--- src/rtl/fwd_hazard_unit.sv ---
// fwd_hazard_unit: EX operand forwarding select, load-use hazard stall FSM and
// optional multi-cycle writer scoreboard (enabled by defining FWD_SCOREBOARD_EN).
// Outputs are combinational from inputs and registered state; all forced low in reset.

// Per-source forwarding select: youngest enabled stage writing the source register.
module fwd_src_sel #(
  parameter int REG_AW  = 5,
  parameter int NUM_FWD = 2,
  parameter int SW      = 2
) (
  input  logic [REG_AW-1:0]         i_rs,
  input  logic [NUM_FWD*REG_AW-1:0] i_fwd_rd,
  input  logic [NUM_FWD-1:0]        i_fwd_we,
  output logic [SW-1:0]             o_sel
);

  // Scan oldest to youngest so the youngest match overwrites; x0 never forwards.
  always_comb begin
    o_sel = '0;
    for (int i = NUM_FWD - 1; i >= 0; i--) begin
      if (i_fwd_we[i] && (i_rs != '0) && (i_fwd_rd[i*REG_AW +: REG_AW] == i_rs))
        o_sel = SW'(i + 1);
    end
  end

endmodule

module fwd_hazard_unit #(
  parameter int  REG_AW  = 5,
  parameter int  NUM_SRC = 2,
  parameter int  NUM_FWD = 2,
  parameter int  LD_LAT  = 1,
  localparam int SW      = $clog2(NUM_FWD + 1)
) (
  input  logic                      clk,
  input  logic                      rst_n,
  input  logic [NUM_SRC*REG_AW-1:0] ex_rs,
  input  logic [NUM_FWD*REG_AW-1:0] fwd_rd,
  input  logic [NUM_FWD-1:0]        fwd_we,
  output logic [NUM_SRC*SW-1:0]     fwd_sel,
  input  logic [NUM_SRC*REG_AW-1:0] id_rs,
  input  logic [NUM_SRC-1:0]        id_rs_used,
  input  logic                      ex_memread,
  input  logic [REG_AW-1:0]         ex_rd,
  input  logic                      mc_issue,
  input  logic [REG_AW-1:0]         mc_issue_rd,
  input  logic                      mc_done,
  input  logic [REG_AW-1:0]         mc_done_rd,
  output logic                      stall,
  output logic                      flush_ex,
  output logic                      sb_busy
);

  // Counter holds the remaining LD_WAIT cycles; at least 2 bits wide.
  localparam int CW = ($clog2(LD_LAT + 1) > 2) ? $clog2(LD_LAT + 1) : 2;

  typedef enum logic {S_IDLE, S_LD_WAIT} state_t;

  state_t              r_state, w_state_nxt;
  logic [CW-1:0]       r_cnt, w_cnt_nxt;
  logic [NUM_SRC*SW-1:0] w_sel;
  logic                w_ld_hit, w_ld_detect, w_ld_stall, w_sb_stall, w_sb_busy;

  // ---------------- forwarding ----------------
  for (genvar s = 0; s < NUM_SRC; s++) begin : g_src
    fwd_src_sel #(
      .REG_AW (REG_AW),
      .NUM_FWD(NUM_FWD),
      .SW     (SW)
    ) u_sel (
      .i_rs    (ex_rs[s*REG_AW +: REG_AW]),
      .i_fwd_rd(fwd_rd),
      .i_fwd_we(fwd_we),
      .o_sel   (w_sel[s*SW +: SW])
    );
  end

  // ---------------- load-use detect ----------------
  // Any used IF/ID source reading the register the ID/EX load will write.
  always_comb begin
    w_ld_hit = 1'b0;
    for (int s = 0; s < NUM_SRC; s++) begin
      if (id_rs_used[s] && (id_rs[s*REG_AW +: REG_AW] == ex_rd))
        w_ld_hit = 1'b1;
    end
  end

  assign w_ld_detect = ex_memread && (ex_rd != '0) && w_ld_hit;

  // FSM state and remaining-cycle counter.
  always_ff @(posedge clk or negedge rst_n) begin
    if (!rst_n) begin
      r_state <= S_IDLE;
      r_cnt   <= '0;
    end else begin
      r_state <= w_state_nxt;
      r_cnt   <= w_cnt_nxt;
    end
  end

  // Detection stalls the first cycle; LD_WAIT covers the remaining LD_LAT-1 cycles.
  // While waiting, ID/EX holds a bubble so detection is not re-evaluated.
  always_comb begin
    w_state_nxt = r_state;
    w_cnt_nxt   = r_cnt;
    w_ld_stall  = 1'b0;
    case (r_state)
      S_IDLE: begin
        if (w_ld_detect) begin
          w_ld_stall = 1'b1;
          if (LD_LAT > 1) begin
            w_state_nxt = S_LD_WAIT;
            w_cnt_nxt   = CW'(LD_LAT - 1);
          end
        end
      end
      S_LD_WAIT: begin
        w_ld_stall = 1'b1;
        w_cnt_nxt  = r_cnt - CW'(1);
        if (r_cnt == CW'(1))
          w_state_nxt = S_IDLE;
      end
      default: begin
        w_state_nxt = S_IDLE;
        w_cnt_nxt   = '0;
      end
    endcase
  end

  // ---------------- multi-cycle scoreboard ----------------
`ifdef FWD_SCOREBOARD_EN
  localparam int NREG = 2 ** REG_AW;

  logic [NREG-1:0] r_pending, w_pending_nxt;

  // Done clears first, then issue sets, so a same-cycle issue/done leaves the bit set.
  always_comb begin
    w_pending_nxt = r_pending;
    if (mc_done)
      w_pending_nxt[mc_done_rd] = 1'b0;
    if (mc_issue && (mc_issue_rd != '0))
      w_pending_nxt[mc_issue_rd] = 1'b1;
  end

  // Pending-write bits, one per architectural register.
  always_ff @(posedge clk or negedge rst_n) begin
    if (!rst_n) r_pending <= '0;
    else        r_pending <= w_pending_nxt;
  end

  // Stall on registered bits only; the result arrives by WB forwarding after the clear.
  always_comb begin
    w_sb_stall = 1'b0;
    for (int s = 0; s < NUM_SRC; s++) begin
      if (id_rs_used[s] && r_pending[id_rs[s*REG_AW +: REG_AW]])
        w_sb_stall = 1'b1;
    end
  end

  assign w_sb_busy = |r_pending;
`else
  logic w_unused_mc;
  assign w_unused_mc = ^{mc_issue, mc_issue_rd, mc_done, mc_done_rd};
  assign w_sb_stall  = 1'b0;
  assign w_sb_busy   = 1'b0;
`endif

  // ---------------- outputs (forced low in reset) ----------------
  assign stall    = rst_n & (w_ld_stall | w_sb_stall);
  assign flush_ex = stall;
  assign sb_busy  = rst_n & w_sb_busy;
  assign fwd_sel  = rst_n ? w_sel : '0;

endmodule

--- config.mk ---
export PLATFORM = sky130hd
export DESIGN_NAME = fwd_hazard_unit
export DESIGN_NICKNAME = d
export VERILOG_FILES = /design/src/rtl/fwd_hazard_unit.sv
export SDC_FILE = /design/constraint.sdc
export NUM_CORES = 1
export LEC_CHECK = 0
export ABC_AREA = 1
export ABC_CLOCK_PERIOD_IN_PS = 1650
export CAP_MARGIN = 20
export CORE_ASPECT_RATIO = 0.9
export CORE_MARGIN = 2
export CORE_UTILIZATION = 30
export CTS_CLUSTER_DIAMETER = 30
export CTS_CLUSTER_SIZE = 40
export DETAILED_ROUTE_END_ITERATION = 10
export DONT_BUFFER_PORTS = 1
export GPL_TIMING_DRIVEN = 0
export SETUP_SLACK_MARGIN = 0.1
export SYNTH_ARGS = -nofsm -noshare
export SYNTH_HDL_FRONTEND = slang
export SYNTH_SLANG_ARGS = --single-unit
--- constraint.sdc ---
create_clock -name clk -period 1.65 [get_ports clk]
set_input_delay 0.495 -clock clk [delete_from_list [all_inputs] [get_ports clk]]
set_output_delay 0.495 -clock clk [all_outputs]
set_load 0.1 [all_outputs]
==> results summary, run 1 <==
The routed length on met3 came out at 189 um. The average wire per standard cell is 13.2 um. The signed area change from the synthesized netlist to the final layout came out at 74.1%. The average footprint of a synthesized cell came out at 5.03 um^2. The CTS buffer count came out at 3.

After the last flow step, the layout net total stands at 207. In the synthesized netlist the async set-or-reset flop fraction comes to 100%. The startpoint kind of the worst setup timing path is an input port.

The area of the die came out at about 2800 um^2. After detailed routing, the number of remaining DRC violations is 0. The placed wire-length estimate after detailed placement came out at 1690 um.

The leakage power figure is between 0.5 and 0.6 nW. The switching fraction of total power came out at 36.6%. The floorplan has 16 rows. The first-pass GRT wire length is 3370 um. The synthesized netlist occupies a cell area of 704 um^2. The final-layout fill cell count is around 220. The switching power of the nets came out at 0.159 mW.

The maximum count of clock buffers along a single path is 2. The largest total area in the synthesized netlist belongs to sky130_fd_sc_hd__nand2_1. Entering global routing, the biggest net connects 6 pins. The top achievable clock speed came out at 0.430 GHz. The critical path data required time came out at 1.15 ns.

The final cell count without fillers came out at 178. The register area share after synthesis is 10.7%. The sum of met2 wire segment lengths after detailed routing came out at 1210 um.

The number of levels in the clock H-tree is 1. The clock arrives with 0.00356 ns of skew. The die span in y came out at roughly 50 um. The path class of the tightest hold or removal check is reg -> reg. The total track usage is 16.1%. The critical path is of the in -> out type.

The overflow left after global routing is 0. The DRC marker count from the first detailed-route iteration is 20. The post-route netlist has 57.0% of its cells at a drive strength greater than 1.

The clock network is responsible for 29.2% of the overall power. The top cell type by area accounts for between 20 and 25% of the synthesized area. Setup repair after global routing could not meet its margin everywhere. The most used flip-flop cell after synthesis is sky130_fd_sc_hd__dfrtp_1. The floorplan step defined a core boundary enclosing about 2200 um^2.

By count the netlist is led by sky130_fd_sc_hd__nand2_1, sky130_fd_sc_hd__inv_1, sky130_fd_sc_hd__nor2_1. The number of max-slew violations in the final report came out at 0. The critical path goes through clkinv_16 -> nand2_2 -> nand2_2 -> nor2_2 -> nand3_1 -> nand2_1 -> nand2_2 -> a21oi_4 -> buf_12. The maximum net fanout on the critical path came out at 4. The aggregate routed wire length came out at 2340 um. Across the run, the number of max-cap violations was 0. The power density relative to cell area came out at 355 nW/um^2.

Data on the critical path arrives at its endpoint at 1.83 ns. The sequential group share of total power came out at roughly 17%. The slowest stage of the critical path belongs to the cell sky130_fd_sc_hd__a21oi_4. The via total after detailed routing is just over 900. The final hold slack is 0.476 ns. The number of synthesized flops with an enable pin came out at 0. The part of the total power dissipated in combinational logic is 53.8%.

The number of buffers and inverters on the critical path is 2. Clock tree synthesis found a total of 3 sinks. Routability-driven placement finished with a final weighted congestion of 0.838. Sorting the synthesized cells by area gives the leading types as sky130_fd_sc_hd__nand2_1, sky130_fd_sc_hd__inv_1, sky130_fd_sc_hd__nor2_1, sky130_fd_sc_hd__dfrtp_1, sky130_fd_sc_hd__xor2_1. The number of warnings printed during yosys synthesis is 0. STA classifies the critical path endpoint as an output pin.

The number of antenna violations at the first check in global routing is 0. For the finished layout, the period the worst path requires is 2.33 ns. The final count of negative-setup-slack endpoints is 6. The number of buffers added on ports came out at 0. VDD sags by at most 0.000437 V. The run finished, with violations left.

The number of nets in the synthesized netlist is 195. The root buffer cell is sky130_fd_sc_hd__clkbuf_4. The worst setup margin is -0.676 ns. The sum of routed wire segments on met1 came out at 894 um. For the pin with the worst max-slew slack, the measured transition is 1.01 ns. The number of global-route vias before repair came out at 893. In this run, synthesis produced a sequential element count of 3. In the routed layout, each cell is associated on average with a via count of 5.08.

The clock transition at the registers of the reported paths is approximately 0.03 ns. In this run the horizontal extent of the chip is 55.1 um. The most numerous cell on the critical path is sky130_fd_sc_hd__nand2_2. The cell area after placement came out at 862 um^2. Synthesis instantiated 21 different standard cells from the library. The gate count of the mapped netlist came out at 140. The final core area utilization came out at 55.7%.

The final reports fail on negative setup slack. 0 antenna diodes ended up in the layout. The clock latency reported for the late side of the worst-skew pair came out at 0.23 ns. Of the available clock period, the critical path in the final layout requires 141%. The cell family with the largest share of critical-path delay is compound AO/OA/AOI/OAI gates.

The number of placed instances, taps included is 167. The starting density of the core came out at 32.0%. The first TritonRoute pass finished after 4 iterations.

The relative slew slack came out at around a third. The uppermost layer routed is met4. sky130_fd_sc_hd__nand2_1 is the most common cell in the netlist. The remaining antenna violation count is 0. The cell-internal power came out at 0.276 mW.

The I/O pin count is 61. The maximum cell stage delay along the critical path is 0.62 ns. TritonCTS built the clock tree. The finished cells cover 1230 um^2. The hold violation count in the final report came out at 0.
## worst register-to-register path: cells and delay by family (launching register included)
family | cells | cell delay, ns
DFF | 1 | 0.38
and+or+nand+nor | 1 | 0.06
adders and majority gates | 1 | 0.30
AOI/OAI and AO/OA | 1 | 0.09
## worst paths after layout
kind | cells past startpoint | start | slack [ns] | endpoint
min reg2reg | 1 | r_cnt[0] | 0.48 | r_cnt[0]
max reg2reg | 3 | r_cnt[0] | 0.69 | r_cnt[1]
max | 9 | ex_rd[4] | -0.68 | stall
min | 1 | r_cnt[0] | 0.48 | r_cnt[0]
min in group asynchronous | 1 | rst_n | 0.52 | r_cnt[1]
max in group asynchronous | 1 | rst_n | 0.98 | r_state
## power groups by stage
stage / clock network (mW) / registers [mW] / logic (mW)
floorplan: 0 / 0.0749 / 0.137
global placement: 0 / 0.0749 / 0.152
detailed placement: 0 / 0.0749 / 0.154
CTS: 0.132 / 0.0740 / 0.179
global route: 0.136 / 0.0740 / 0.256
finish: 0.127 / 0.0740 / 0.234
## layout make-up
| class | instances | area [um^2] | share of cell area [%] |
|---|---|---|---|
| plain buffers | 2 | 27.5 | 2.24 |
| inverters | 29 | 235 | 19.2 |
| well taps | 27 | 33.8 | 2.76 |
| repair buffers | 7 | 66.3 | 5.41 |
| flip-flops and latches | 3 | 75.1 | 6.12 |
| clock buffers | 4 | 26.3 | 2.14 |
| multi-input cells | 106 | 762 | 62.1 |
## state kept, by name (all words and copies together) (netlist names)
name and flops:
r_cnt 2, r_state 1
## layout by cell type (no fill, tap or decap), types with 4 or more instances in the layout
master and count:
sky130_fd_sc_hd__buf_4 4, sky130_fd_sc_hd__inv_8 4, sky130_fd_sc_hd__nor2_1 13, sky130_fd_sc_hd__nand2_1 16
sky130_fd_sc_hd__nand3_1 4, sky130_fd_sc_hd__nand2_2 23, sky130_fd_sc_hd__inv_2 6, sky130_fd_sc_hd__nand2_4 4
sky130_fd_sc_hd__inv_4 4, sky130_fd_sc_hd__nor3_4 4, sky130_fd_sc_hd__nor2_2 8, sky130_fd_sc_hd__inv_1 8
## what timing repair did
action,in CTS,in global routing
pin swaps,30,37
buffers inserted,3,3
setup endpoints to repair,6,6
hold endpoints to repair,3,0
resized for setup,27,66
hold buffers,1,0
## stage by stage
| step | worst slack [ns] | power, mW | TNS, ns |
|---|---|---|---|
| global route | -0.725 | 0.466 | -3.22 |
| floorplan | -0.602 | 0.212 | -2.39 |
| CTS | -0.662 | 0.385 | -2.79 |
| finish | -0.676 | 0.435 | -2.98 |
| global placement | -0.702 | 0.227 | -2.95 |
| detailed placement | -0.710 | 0.229 | -3.02 |
## metal layers
layer	vias to the layer above	track usage (%)
li1	444	-
met1	419	20.0
met2	36	27.4
met3	6	3.94
met4	0	3.25
met5	-	0
## cells by family after synthesis
kind of cell	after synthesis	share of synthesized area, %
flip-flops	3	10.7
AO/OA/AOI/OAI	14	12.4
buffers and inverters	31	17.6
adder cells (fa/ha/maj)	1	1.78
AND/OR/NAND/NOR	82	47.1
other	1	0.532
XOR/XNOR	8	9.95
(Power assumes the default switching activity.)
==> run 2: changes to the inputs <==
- ABC_AREA: 1 -> unset
- TNS_END_PERCENT: unset -> 10
==> results summary, run 2 <==
The area of the die is 2350 um^2 (-15%). The final-layout fill cell count came to 191 (-12%). The first-pass GRT wire length is 2070 um (-39%). The checks that failed: negative setup slack.

The flip-flop count of the largest register after layout came to 2 (unchanged). The max-cap violation count came to 0 (unchanged). The number of synthesized flops with an enable pin came out at 0 (unchanged). The critical path data required time is 1.15 ns (about the same).

The commonest register cell after synthesis is sky130_fd_sc_hd__dfrtp_1. The layout cell share with drive strength beyond 1 is 27.4% (-30 points). The leakage power figure was 0.246 nW (-57%). The top cell types in the final layout, fill and taps aside, are sky130_fd_sc_hd__xnor2_1, sky130_fd_sc_hd__xor2_1, sky130_fd_sc_hd__nand4_1.

The average footprint of a synthesized cell was 8.99 um^2 (+79%). The slew of the pin with the lowest slew margin is 0.758 ns (-0.251 ns). The cell area after technology mapping was 593 um^2 (-16%).

The maximum count of clock buffers along a single path came to 2 (unchanged). By startpoint and endpoint, the worst setup path is classified as in -> out. Counting instances in the post-synthesis netlist gives the leading cell types as sky130_fd_sc_hd__xnor2_1, sky130_fd_sc_hd__xor2_1, sky130_fd_sc_hd__nand4_1, sky130_fd_sc_hd__nor4_2, sky130_fd_sc_hd__dfrtp_1. In the post-synthesis netlist, the biggest area contributors are sky130_fd_sc_hd__xnor2_1, sky130_fd_sc_hd__xor2_1, sky130_fd_sc_hd__dfrtp_1, sky130_fd_sc_hd__nor4_2, sky130_fd_sc_hd__nand4_1. Summed over all instances, the cell type with the most area after synthesis is sky130_fd_sc_hd__xnor2_1.

Setup repair after global routing could not meet its margin everywhere. The number of unique standard cell types used by synthesis is 21 (unchanged). The starting density of the core came out at 31.3% (-0.70 points).

The number of standard-cell rows in the floorplan was 15 (-1). The final weighted congestion of routability-driven global placement is 0.701 (-16%). In the post-synthesis netlist, the cell with the most instances is sky130_fd_sc_hd__xnor2_1. The peak supply drop came out at 0.000263 V (-40%). The first-pass detailed-route iteration total came out at 2 (-2). The top achievable clock speed was 0.406 GHz (-5.7%).

The worst endpoint data arrival time is 1.97 ns (+0.14 ns). The largest registers in the layout are r_cnt x2, r_state x1. The gate count of the mapped netlist is 66 (-53%). The total track usage came out at 12.1% (-4.0 points). The largest net degree at the start of global routing is 8 (+2). The core footprint is 1900 um^2 (-14%). The CTS buffer count came to 3 (unchanged). The number of design rule violations left after detail routing came out at 0 (unchanged).

The aggregate routed wire length came out at 1360 um (-42%). Leaving out fill and tap cells, the most frequent cell in the layout is sky130_fd_sc_hd__xnor2_1. Clock tree synthesis selected as its root buffer the cell sky130_fd_sc_hd__clkbuf_4.

The worst setup path is launched from an input port. The die span in y is 46.2 um (-7.6%). The portion of the clock cycle consumed by the worst path in the final layout is 149% (+8.4 points). The kind of end point of the critical path is an output pin. The number of max-slew violations in the final report came out at 0 (unchanged). The worst hold path belongs to the class reg -> reg.

The post-placement worst setup slack came out at -1.02 ns (-0.309 ns). The overflow left after global routing is 0 (unchanged). The average wire per standard cell came out at 13.8 um (+5.1%). The mean number of vias per cell came out at 4.91 (-3.5%).

The final setup skew came to 0.00309 ns (-0.000469 ns). The DRC marker count from the first detailed-route iteration is 3 (-85%). The remaining antenna violation count is 0 (unchanged). The post-layout minimum cycle time is 2.47 ns (+0.139 ns). The via total after detailed routing was 481 (-47%).

The number of antenna violations at the first check in global routing came to 0 (unchanged). The flow ran to the end, but the final reports show violations. The share of Yosys cell area claimed by the top area cell type came out at 26.6% (+4.2 points). The I/O pin count came out at 61 (unchanged).

The sink count of the clock tree is 3 (unchanged). The number of buffers added on ports came out at 0 (unchanged). The synthesized netlist net count is 121 (-38%). The power density relative to cell area is 427 nW/um^2 (+20%). The clock transition at the registers of the reported paths is 0.04 ns (about the same). The register area share after synthesis came out at 12.7% (+2.0 points). The sum of negative setup slack is -3.15 ns (-0.171 ns). The relative slew slack came to 49.2% (+17 points). The post-CTS repair timing setup buffer count is 0 (-3). More flip-flops sit in one register than any other, and that register is r_cnt. The final count of negative-setup-slack endpoints came out at 6 (unchanged).

The number of levels in the clock H-tree is 1 (unchanged). The final hold slack was 0.480 ns (+0.00359 ns). The post-synthesis register bit count is 3 (unchanged). The number of nets in the layout came out at 129 (-38%). The number of warnings printed during yosys synthesis is 0 (unchanged). The number of diodes added for antenna fixing came to 0 (unchanged). The worst setup margin is -0.815 ns (-0.139 ns). The signed area change from the synthesized netlist to the final layout came out at 29.7%.

The hold violation count in the final report is 0 (unchanged). The clock latency reported for the late side of the worst-skew pair came to 0.24 ns (about the same). The width of the die came out at 50.9 um (-7.7%). The async set-or-reset flop fraction in the synthesized netlist came out at 100% (unchanged).

The number of global-route vias before repair came to 478 (-46%). TritonCTS built the clock tree. The maximum net fanout on the critical path is 2 (-2).
[run 2: power breakdown]
group | internal [mW] | switching (mW) | total (mW)
sequential | 0.0739 | 0 | 0.0739
combinational | 0.0615 | 0.0587 | 0.120
clock | 0.0910 | 0.0438 | 0.135
total | 0.226 | 0.102 | 0.329
[run 2: path summary, 6_finish.rpt]
path,start,endpoint,slack [ns],depth (start not counted)
min reg2reg,r_cnt[0],r_cnt[0],0.48,1
max,id_rs[1],stall,-0.82,5
min,r_cnt[0],r_cnt[0],0.48,1
max in group asynchronous,rst_n,r_cnt[1],0.99,1
max reg2reg,r_cnt[0],r_cnt[1],0.71,3
min in group asynchronous,rst_n,r_cnt[0],0.51,1
[run 2: stage by stage]
step | cells | util (%) | area, um^2 | power [mW]
2_1_floorplan | 66 | - | 622 | 0.177
6_report | 98 | 40.6 | 769 | 0.329
4_1_cts | 98 | 39.4 | 747 | 0.330
5_1_grt | 98 | 40.6 | 769 | 0.353
3_3_place_gp | 91 | 34.5 | 653 | 0.182
3_5_place_dp | 93 | 36.7 | 696 | 0.185
[run 2: final cells by class]
cell class | instances | area [um^2] | share of cell area [%]
clock buffers | 4 | 26.3 | 3.41
well taps | 25 | 31.3 | 4.07
repair buffers | 3 | 52.6 | 6.83
plain buffers | 2 | 27.5 | 3.58
multi-input cells | 60 | 553 | 71.9
inverters | 1 | 3.75 | 0.488
flip-flops and latches | 3 | 75.1 | 9.76
[run 2: worst max-delay path, cell delays in order]
cell                      delay, ns
sky130_fd_sc_hd__xor2_2        0.15
sky130_fd_sc_hd__nor4_2        0.27
sky130_fd_sc_hd__a32oi_1       0.17
sky130_fd_sc_hd__o21ai_4       0.63
sky130_fd_sc_hd__buf_12        0.26
[run 2: routing by layer]
metal | part of all wire (%) | track usage, % | vias up
li1 | - | - | 244
met1 | 40 | 14.3 | 215
met2 | 50 | 18.2 | 17
met3 | 8.0 | 4.87 | 5
met4 | 2.7 | 8.11 | 0
met5 | 0 | 0 | -
[run 2: timing repair]
| action | CTS | global route |
|---|---|---|
| resized for setup | 5 | 3 |
| endpoints found under the hold margin | 3 | 0 |
| endpoints found under the setup margin | 6 | 6 |
| pin swaps | 6 | 2 |
| hold buffers | 1 | 0 |
[run 2: logic make-up after synthesis]
logic type               Yosys count  share of synthesized area (%)
AND/OR/NAND/NOR                   23                           31.2
buffers and inverters              3                           3.16
flip-flops                         3                           12.7
other                              1                          0.632
AO/OA/AOI/OAI                      4                           4.43
XOR/XNOR                          31                           45.8
adder cells (fa/ha/maj)            1                           2.11
